### config.mk
export PLATFORM = sky130hd
export DESIGN_NAME = fetch_stage
export DESIGN_NICKNAME = d
export VERILOG_FILES = /design/src/rtl/fetch_stage_pkg.sv /design/src/rtl/ifid_skid_buffer.sv /design/src/rtl/fetch_stage.sv
export SDC_FILE = /design/constraint.sdc
export NUM_CORES = 1
export LEC_CHECK = 0
export CORE_ASPECT_RATIO = 0.7
export CORE_MARGIN = 2
export CORE_UTILIZATION = 52
export CTS_CLUSTER_DIAMETER = 80
export DETAILED_ROUTE_END_ITERATION = 10
export GPL_TIMING_DRIVEN = 0
export PLACE_DENSITY = 0.84
export SYNTH_ARGS = -nofsm -noshare
export SYNTH_HDL_FRONTEND = slang
export SYNTH_SLANG_ARGS = --single-unit
### constraint.sdc
create_clock -name clk -period 3.5 [get_ports clk]
set_input_delay 0.7 -clock clk [delete_from_list [all_inputs] [get_ports clk]]
set_output_delay 0.7 -clock clk [all_outputs]
set_load 0.01 [all_outputs]
### src/rtl/fetch_stage_pkg.sv
// rtl/fetch_stage_pkg.sv - shared constants for the instruction-fetch stage
//
// Purpose : default datapath width (mirrors the shared opcodes header value)
//           and default reset PC used by fetch_stage and its IF/ID skid buffer.
// Ports   : none (package).

package fetch_stage_pkg;

   localparam int DEF_WORD_SIZE = 16;
   localparam logic [DEF_WORD_SIZE-1:0] DEF_RESET_PC = '0;

endpackage

### src/rtl/ifid_skid_buffer.sv
// rtl/ifid_skid_buffer.sv - one-entry {instr, PC, pred_PC} skid store for IF/ID
//
// Purpose : holds one fetched instruction that arrived while decode was
//           stalled, so the memory response is never lost.
// Ports   : clk, reset_n      - clock, async active-low reset
//           load              - capture load_* into the entry, mark valid
//           drop              - empty the entry (flush or move into IF/ID)
//           load_instr/pc/pred_pc - incoming entry fields
//           instr/pc/pred_pc  - stored entry fields
//           valid             - entry holds a live instruction

module ifid_skid_buffer
   import fetch_stage_pkg::*;
#(
   parameter int WIDTH = DEF_WORD_SIZE
) (
   input  logic             clk,
   input  logic             reset_n,
   input  logic             load,
   input  logic             drop,
   input  logic [WIDTH-1:0] load_instr,
   input  logic [WIDTH-1:0] load_pc,
   input  logic [WIDTH-1:0] load_pred_pc,
   output logic [WIDTH-1:0] instr,
   output logic [WIDTH-1:0] pc,
   output logic [WIDTH-1:0] pred_pc,
   output logic             valid
);

   // Drop has priority so a flush can never leave a stale entry behind.
   always_ff @(posedge clk or negedge reset_n) begin
      if (!reset_n) begin
         instr   <= '0;
         pc      <= '0;
         pred_pc <= '0;
         valid   <= 1'b0;
      end else if (drop) begin
         valid   <= 1'b0;
      end else if (load) begin
         instr   <= load_instr;
         pc      <= load_pc;
         pred_pc <= load_pred_pc;
         valid   <= 1'b1;
      end
   end

endmodule

### src/rtl/fetch_stage.sv
// rtl/fetch_stage.sv - instruction-fetch stage: fetch PC, memory request, IF/ID register
//
// Purpose : owns the fetch PC, follows the predictor's next_PC, issues
//           instruction-memory reads and fills IF/ID, with a one-entry skid
//           buffer for decode stalls and redirect on flush.
// Ports   : clk, reset_n         - clock, async active-low reset
//           PC / pred_next_PC    - fetch PC to predictor / predicted successor
//           flush, flush_PC      - redirect from branch resolve
//           stall                - decode cannot take IF/ID this cycle
//           i_readM, i_address   - memory read request and address (= PC)
//           i_data, i_ready      - memory response
//           ifid_instr/PC/pred_PC/valid - IF/ID pipeline register
//           fetch_count          - IF/ID loads since reset (wraps)

module fetch_stage
   import fetch_stage_pkg::*;
#(
   parameter int                  WORD_SIZE = DEF_WORD_SIZE,
   parameter logic [WORD_SIZE-1:0] RESET_PC = DEF_RESET_PC
) (
   input  logic                 clk,
   input  logic                 reset_n,
   output logic [WORD_SIZE-1:0] PC,
   input  logic [WORD_SIZE-1:0] pred_next_PC,
   input  logic                 flush,
   input  logic [WORD_SIZE-1:0] flush_PC,
   input  logic                 stall,
   output logic                 i_readM,
   output logic [WORD_SIZE-1:0] i_address,
   input  logic [WORD_SIZE-1:0] i_data,
   input  logic                 i_ready,
   output logic [WORD_SIZE-1:0] ifid_instr,
   output logic [WORD_SIZE-1:0] ifid_PC,
   output logic [WORD_SIZE-1:0] ifid_pred_PC,
   output logic                 ifid_valid,
   output logic [WORD_SIZE-1:0] fetch_count
);

   typedef enum logic [1:0] {
      S_IDLE  = 2'd0,
      S_FETCH = 2'd1,
      S_HOLD  = 2'd2
   } state_t;

   state_t state;
   state_t state_next;

   logic                 decode_accepts;
   logic                 flush_act;
   logic                 load_mem;
   logic                 load_skid;
   logic                 load_from_skid;
   logic                 clear_valid;

   logic [WORD_SIZE-1:0] skid_instr;
   logic [WORD_SIZE-1:0] skid_pc;
   logic [WORD_SIZE-1:0] skid_pred_pc;
   logic                 skid_valid;

   // An empty IF/ID can always be overwritten, even under stall.
   assign decode_accepts = !stall || !ifid_valid;

   // State register
   always_ff @(posedge clk or negedge reset_n) begin
      if (!reset_n) begin
         state <= S_IDLE;
      end else begin
         state <= state_next;
      end
   end

   // Next-state logic; flush redirects to FETCH from any non-idle state
   always_comb begin
      state_next = state;
      case (state)
         S_IDLE:  state_next = S_FETCH;
         S_FETCH: begin
            if (flush)
               state_next = S_FETCH;
            else if (i_ready && !decode_accepts)
               state_next = S_HOLD;
            else
               state_next = S_FETCH;
         end
         S_HOLD: begin
            if (flush || !stall)
               state_next = S_FETCH;
            else
               state_next = S_HOLD;
         end
         default: state_next = S_IDLE;
      endcase
   end

   // Output / control decode
   always_comb begin
      i_readM        = (state == S_FETCH);
      flush_act      = flush && (state != S_IDLE);
      load_mem       = (state == S_FETCH) && i_ready && !flush && decode_accepts;
      load_skid      = (state == S_FETCH) && i_ready && !flush && !decode_accepts;
      load_from_skid = (state == S_HOLD) && !flush && !stall && skid_valid;
      // A waiting fetch with decode free means IF/ID was just consumed: bubble.
      clear_valid    = flush_act || ((state == S_FETCH) && !i_ready && !stall);
   end

   assign i_address = PC;

   // Fetch PC: flush value wins, otherwise advance on any captured response
   always_ff @(posedge clk or negedge reset_n) begin
      if (!reset_n) begin
         PC <= RESET_PC;
      end else if (flush_act) begin
         PC <= flush_PC;
      end else if (load_mem || load_skid) begin
         PC <= pred_next_PC;
      end
   end

   // IF/ID register and load counter
   always_ff @(posedge clk or negedge reset_n) begin
      if (!reset_n) begin
         ifid_instr   <= '0;
         ifid_PC      <= '0;
         ifid_pred_PC <= '0;
         ifid_valid   <= 1'b0;
         fetch_count  <= '0;
      end else if (load_mem) begin
         ifid_instr   <= i_data;
         ifid_PC      <= PC;
         ifid_pred_PC <= pred_next_PC;
         ifid_valid   <= 1'b1;
         fetch_count  <= fetch_count + 1'b1;
      end else if (load_from_skid) begin
         ifid_instr   <= skid_instr;
         ifid_PC      <= skid_pc;
         ifid_pred_PC <= skid_pred_pc;
         ifid_valid   <= 1'b1;
         fetch_count  <= fetch_count + 1'b1;
      end else if (clear_valid) begin
         ifid_valid   <= 1'b0;
      end
   end

   ifid_skid_buffer #(
      .WIDTH (WORD_SIZE)
   ) u_skid (
      .clk          (clk),
      .reset_n      (reset_n),
      .load         (load_skid),
      .drop         (flush_act || load_from_skid),
      .load_instr   (i_data),
      .load_pc      (PC),
      .load_pred_pc (pred_next_PC),
      .instr        (skid_instr),
      .pc           (skid_pc),
      .pred_pc      (skid_pred_pc),
      .valid        (skid_valid)
   );

endmodule

# ---- Word level (Yosys, flattened, before mapping)
# Index checks and enable logic that the tools add are counted.
dict set report op_classes {
  n_addsub 1
  bitwise_logic 1
  muxes 19
  magnitude_cmp 0
  reduce_logical 28
  n_eq_ne 2
  shifts 0
  n_mul 0
  n_div 0
}
# operator count
set ops {}
lappend ops {{16-bit two-way mux} 10}
lappend ops {{16-bit by 1-bit adder with 16-bit output, second input constant} 1}
lappend ops {{1-bit logical AND} 11}
lappend ops {{2-bit nonzero test} 4}
lappend ops {{2-bit two-way mux} 3}
lappend ops {{2-bit case mux with 3 select lines} 1}
lappend ops {{1-bit logical NOT} 5}
lappend ops {{1-bit logical OR} 5}
lappend ops {{1-bit two-way mux} 5}
lappend ops {{3-bit nonzero test} 1}
lappend ops {{2-bit by 1-bit equality test with 1-bit output, second input constant} 1}
lappend ops {{2-bit equality test, second input constant} 1}
lappend ops {{2-bit logical NOT} 1}
lappend ops {{2-bit AND reduction} 1}
lappend ops {{1-bit inverter} 1}
dict set report totals {
  word_cells 62
  output_inout_bits 98
  inputBits 53
  latch_bits 0
  romBits 0
  mem_bits_rw 0
  n_memories 0
  ff_bits 132
}

# ---- Longest topological paths before layout
dict set report logic_depth {
  word_depth 7
  ltp_mapped 7
  mapped_depth_nobuf 5
}

# ---- Cells and area by module
# From an unflattened synthesis, not the netlist that was laid out.
dict set report hier_totals {
  hier_cells 506
  hier_area_um2 5890.6
}
# mod cells_per_inst n_inst area_each_um2
set by_module_without_submodules {}
lappend by_module_without_submodules {fetch_stage 401 1 3961.3}
lappend by_module_without_submodules {ifid_skid_buffer 105 1 1929.4}

# ---- Worst setup path after synthesis
# No wires, ideal clock.
dict set report synth_path {
  path_kind {in2reg}
  start {input port flush}
  end {register fetch_count[12]}
  arrival_time_ps 1791
  n_path_buf 0
  path_stages 4
  required_ps 3374
  path_slack_ps 1583
  setup_ps 126
  cell_sequence {and4bb_2 a32oi_1 or4_1 xnor2_1}
}
dict set report synth_between {
  elab_chain_cells 5
  word_cells_on_any_way 8
  classes_between {mux (1); reduce/logical (7)}
}
# item line
set synth_lines {}
lappend synth_lines {{start, declared} fetch_stage.sv:25} ;# input logic flush,
lappend synth_lines {{1-bit logical NOT (*)} {fetch_stage.sv:99, fetch_stage.sv:101}}
lappend synth_lines {{1-bit logical AND (3 in series)} fetch_stage.sv:101} ;# load_from_skid = (state == S_HOLD) && !flush && !stall && skid_valid;
lappend synth_lines {{2-bit nonzero test (no line)} -}
lappend synth_lines {{end signal, assigned} fetch_stage.sv:132} ;# fetch_count <= fetch_count + 1'b1;
lappend synth_lines {{end signal, assigned} fetch_stage.sv:138} ;# fetch_count <= fetch_count + 1'b1;
lappend synth_lines {{end, declared} fetch_stage.sv:36} ;# output logic [WORD_SIZE-1:0] fetch_count
# Mark *: on every way between the ends. The rest lies on a longest branch, timed or not.
# A chain may end at the register's enable or synchronous reset.

# ---- Final worst setup path
dict set report layout_path {
  start {register state[1]}
  end {output port i_readM}
}
dict set report layout_between {
  elab_chain_cells 1
}
# item line
set layout_lines {}
lappend layout_lines {{start, declared} fetch_stage.sv:45} ;# state_t state;
lappend layout_lines {{start signal, assigned} fetch_stage.sv:68} ;# state <= state_next;
lappend layout_lines {{2-bit by 1-bit equality test with 1-bit output} fetch_stage.sv:97} ;# i_readM = (state == S_FETCH);
lappend layout_lines {{end, declared} fetch_stage.sv:28} ;# output logic i_readM,
# No other way between the ends.

==> metrics.cfg <==
[outcome]
status = complete, no violations

[global_routing]
grt_pass1_wl_microns = 23810
grt-ovfl-total = 0
use_met3_pct = 8.051
grt_max_degree = 78
track_usage_pct = 26.64
antenna_found_initial = 0
met1_usage_pct = 34.49
global_route.usage.met2_pct = 42.89
grt_pass1_vias = 4609
grt_busiest_layer = met2

[synthesis]
synth_nets = 541
synthCells = 487
ys_ff_latch = 132
syn_area_sq_um = 5718
synth_top_area_share_pct = 57.77
synth-seq-area-share_pct = 57.77
yosys_warnings = 0
synthArstFlopShare_pct = 100.0
ys_types = 37
synth-main-ff-cell = dfrtp_1
avgSynthCellArea_sq_um = 11.74
synthTopCellsByArea = dfrtp_1 58%, mux2_2 8.9%, mux2i_1 8.4%, nand2_1 5.7%, o21ai_0 4.4%
synth_edf_count = 0
yosysTopAreaCell = dfrtp_1

[sta]
fmax_ghz = 0.4042
slew_viol_final = 0
layout_min_cycle_time_ns = 2.474
period_share_pct = 70.69
hold_viol_final = 0
finalSetupViolCount = 0
fin_skew_ns = 0.008438
relSlewSlack_pct = 62.10
rsz0062_at_grt = false
tightest_slew_ns = 0.5685

[die]
core_area_sq_um = 10510
die_width_microns = 129.3
num_rows = 31
fp.dieArea_sq_um = 11860
pin_count = 151
initial_core_util_pct = 54.40
die_h_microns = 91.74

[clock_tree]
cts_made_buffers = 17
path_clk_slew_ns = 0.06
cts-root-buf = clkbuf_16
cts_resized = 0
clockBufferDepth = 2
cts_sinks = 132
hold_buffers = 0
clk_latency_ns = 0.41
postCtsSetupBuffers = 0
cts_tree = built
htreeDepth = 4

[power]
total_leakage_power_nw = 3.754
p_per_area_nw_per_um2 = 639.7
ir_worst_vdd_uv = 460.0

[placed_design]
place_area_sq_um = 7433
hpwl_microns = 10430
dp_cells = 786
finalWeightedCongestion = 0.7956
numPortBuffers = 150

[route]
dr.pass1.iters = 5
wirelength_microns = 15300
routed_via_density = 5.498
drt_iter0_drc = 226
drcViolationCount = 0
vias = 4497
ant_nets = 0
wl_per_cell_microns = 18.70

[layout]
layoutNonFillerInstCount = 818
diodes = 0
seq_area_sq_um = 3303
syn_to_final_growth_pct = 39.80
layout-drive-gt1-share_pct = 17.01
nFillCells = 696
multiInputGateArea_sq_um = 2147
layout.nets = 711
post-route-cell-area_sq_um = 7994

[worst_setup_path]
worst_setup_path_end_kind = output pin
cp_max_fo = 8
worstRegToRegCells = 4
crit_type = reg2out
cp-start-kind = register
cp.required_ns = 2.80
arrival_ns = 1.77

[worst_hold_path]
hp-class = in2async

[job]
max-cap-violations = 0

## stage by stage
| step | hold WS [ns] | utilization (%) | setup TNS, ns | setup WS (ns) | total power [W] |
|---|---|---|---|---|---|
| finish | 0.2274 | 76.05 | 0 | 1.026 | 0.005114 |
| floorplan | 0.4044 | - | 0 | 1.583 | 0.002712 |
| detailed placement | 0.4681 | 70.72 | 0 | 0.8268 | 0.003421 |
| global route | 0.2767 | 76.05 | 0 | 0.9613 | 0.005333 |
| global placement | 0.4605 | 70.44 | -420.91 | -3.196 | 0.003331 |
| CTS | 0.2461 | 76.05 | 0 | 1.025 | 0.005125 |
## metal layers
layer	vias up	wire length, microns
met1	2279	6571
met3	14	1178
met4	0	113
li1	2015	-
met2	189	7435
met5	-	0
## worst paths after layout
path | slack [ns] | start | to
max | 1.03 | state[1]$_DFF_PN0_ | i_readM
min | 0.23 | reset_n | ifid_instr[12]$_DFFE_PN0P_
max reg2reg | 1.56 | state[1]$_DFF_PN0_ | u_skid.instr[7]$_DFFE_PN0P_
min reg2reg | 0.47 | fetch_count[15]$_DFFE_PN0P_ | fetch_count[15]$_DFFE_PN0P_
max in group asynchronous | 2.52 | reset_n | fetch_count[4]$_DFFE_PN0P_
min in group clk | 0.47 | fetch_count[15]$_DFFE_PN0P_ | fetch_count[15]$_DFFE_PN0P_
## critical path, cell delays in order, from the launching register on
cell and delay (ns):
dfrtp_1 0.44, or2b_1 0.30, inv_1 0.09, clkdlybuf4s50_1 0.53
## layout make-up
class / count / share of cell area (%)
flip-flops and latches: 132 / 41.32
multi-input cells: 309 / 26.86
repair buffers: 151 / 19.14
clock buffers: 21 / 5.635
plain buffers: 43 / 3.209
well taps: 148 / 2.316
clock inverters: 11 / 1.377
inverters: 3 / 0.1409
## power by group
| group | total (W) | internal (W) | switching [W] |
|---|---|---|---|
| Combinational | 0.00121 | 0.000720 | 0.000485 |
| Clock | 0.00169 | 0.00106 | 0.000638 |
| Sequential | 0.00221 | 0.00192 | 0.000290 |
## synth_stat cells, drive strengths merged (2+ instances only)
library cell,n
dfrtp,132
nand2,87
o21ai,50
mux2,49
mux2i,48
buf,34
a22oi,16
xnor2,12
clkbuf,9
nand3,7
nor2,7
nor3,4
inv,3
nand2b,3
nand4,3
xor2,3
a21oi,2
and3,2
## placed cells by master (no fill, tap or decap), drive strengths merged, types with 3 or more instances in the layout
cell type / n
xor2: 3
xnor2: 12
a22oi: 16
nand2b: 3
buf: 36
o21ai: 50
nand2: 87
inv: 3
nand3: 7
mux2i: 48
clkinv: 7
nand4: 3
clkbuf: 30
nor2: 7
clkdlybuf4s50: 149
mux2: 49
nor3: 4
dfrtp: 132
## cells by family (layout without fill, tap and decap cells)
group	after synthesis	in the layout	share of synthesized area (%)
compound gates	76	76	7.812
buf+inv	46	229	4.683
xor+xnor	15	15	2.298
fa+ha+maj	1	1	0.2188
simple gates	120	120	9.169
flops	132	132	57.77
mux	97	97	18.05
## sequential cells by signal (all words and copies together) (netlist names)
register	flops
u_skid.valid	1
u_skid.pc	16
fetch_count	16
ifid_PC	16
u_skid.pred_pc	16
state	2
PC	16
ifid_valid	1
u_skid.instr	16
ifid_instr	16
ifid_pred_PC	16
Power figures use the tool's default switching activity.
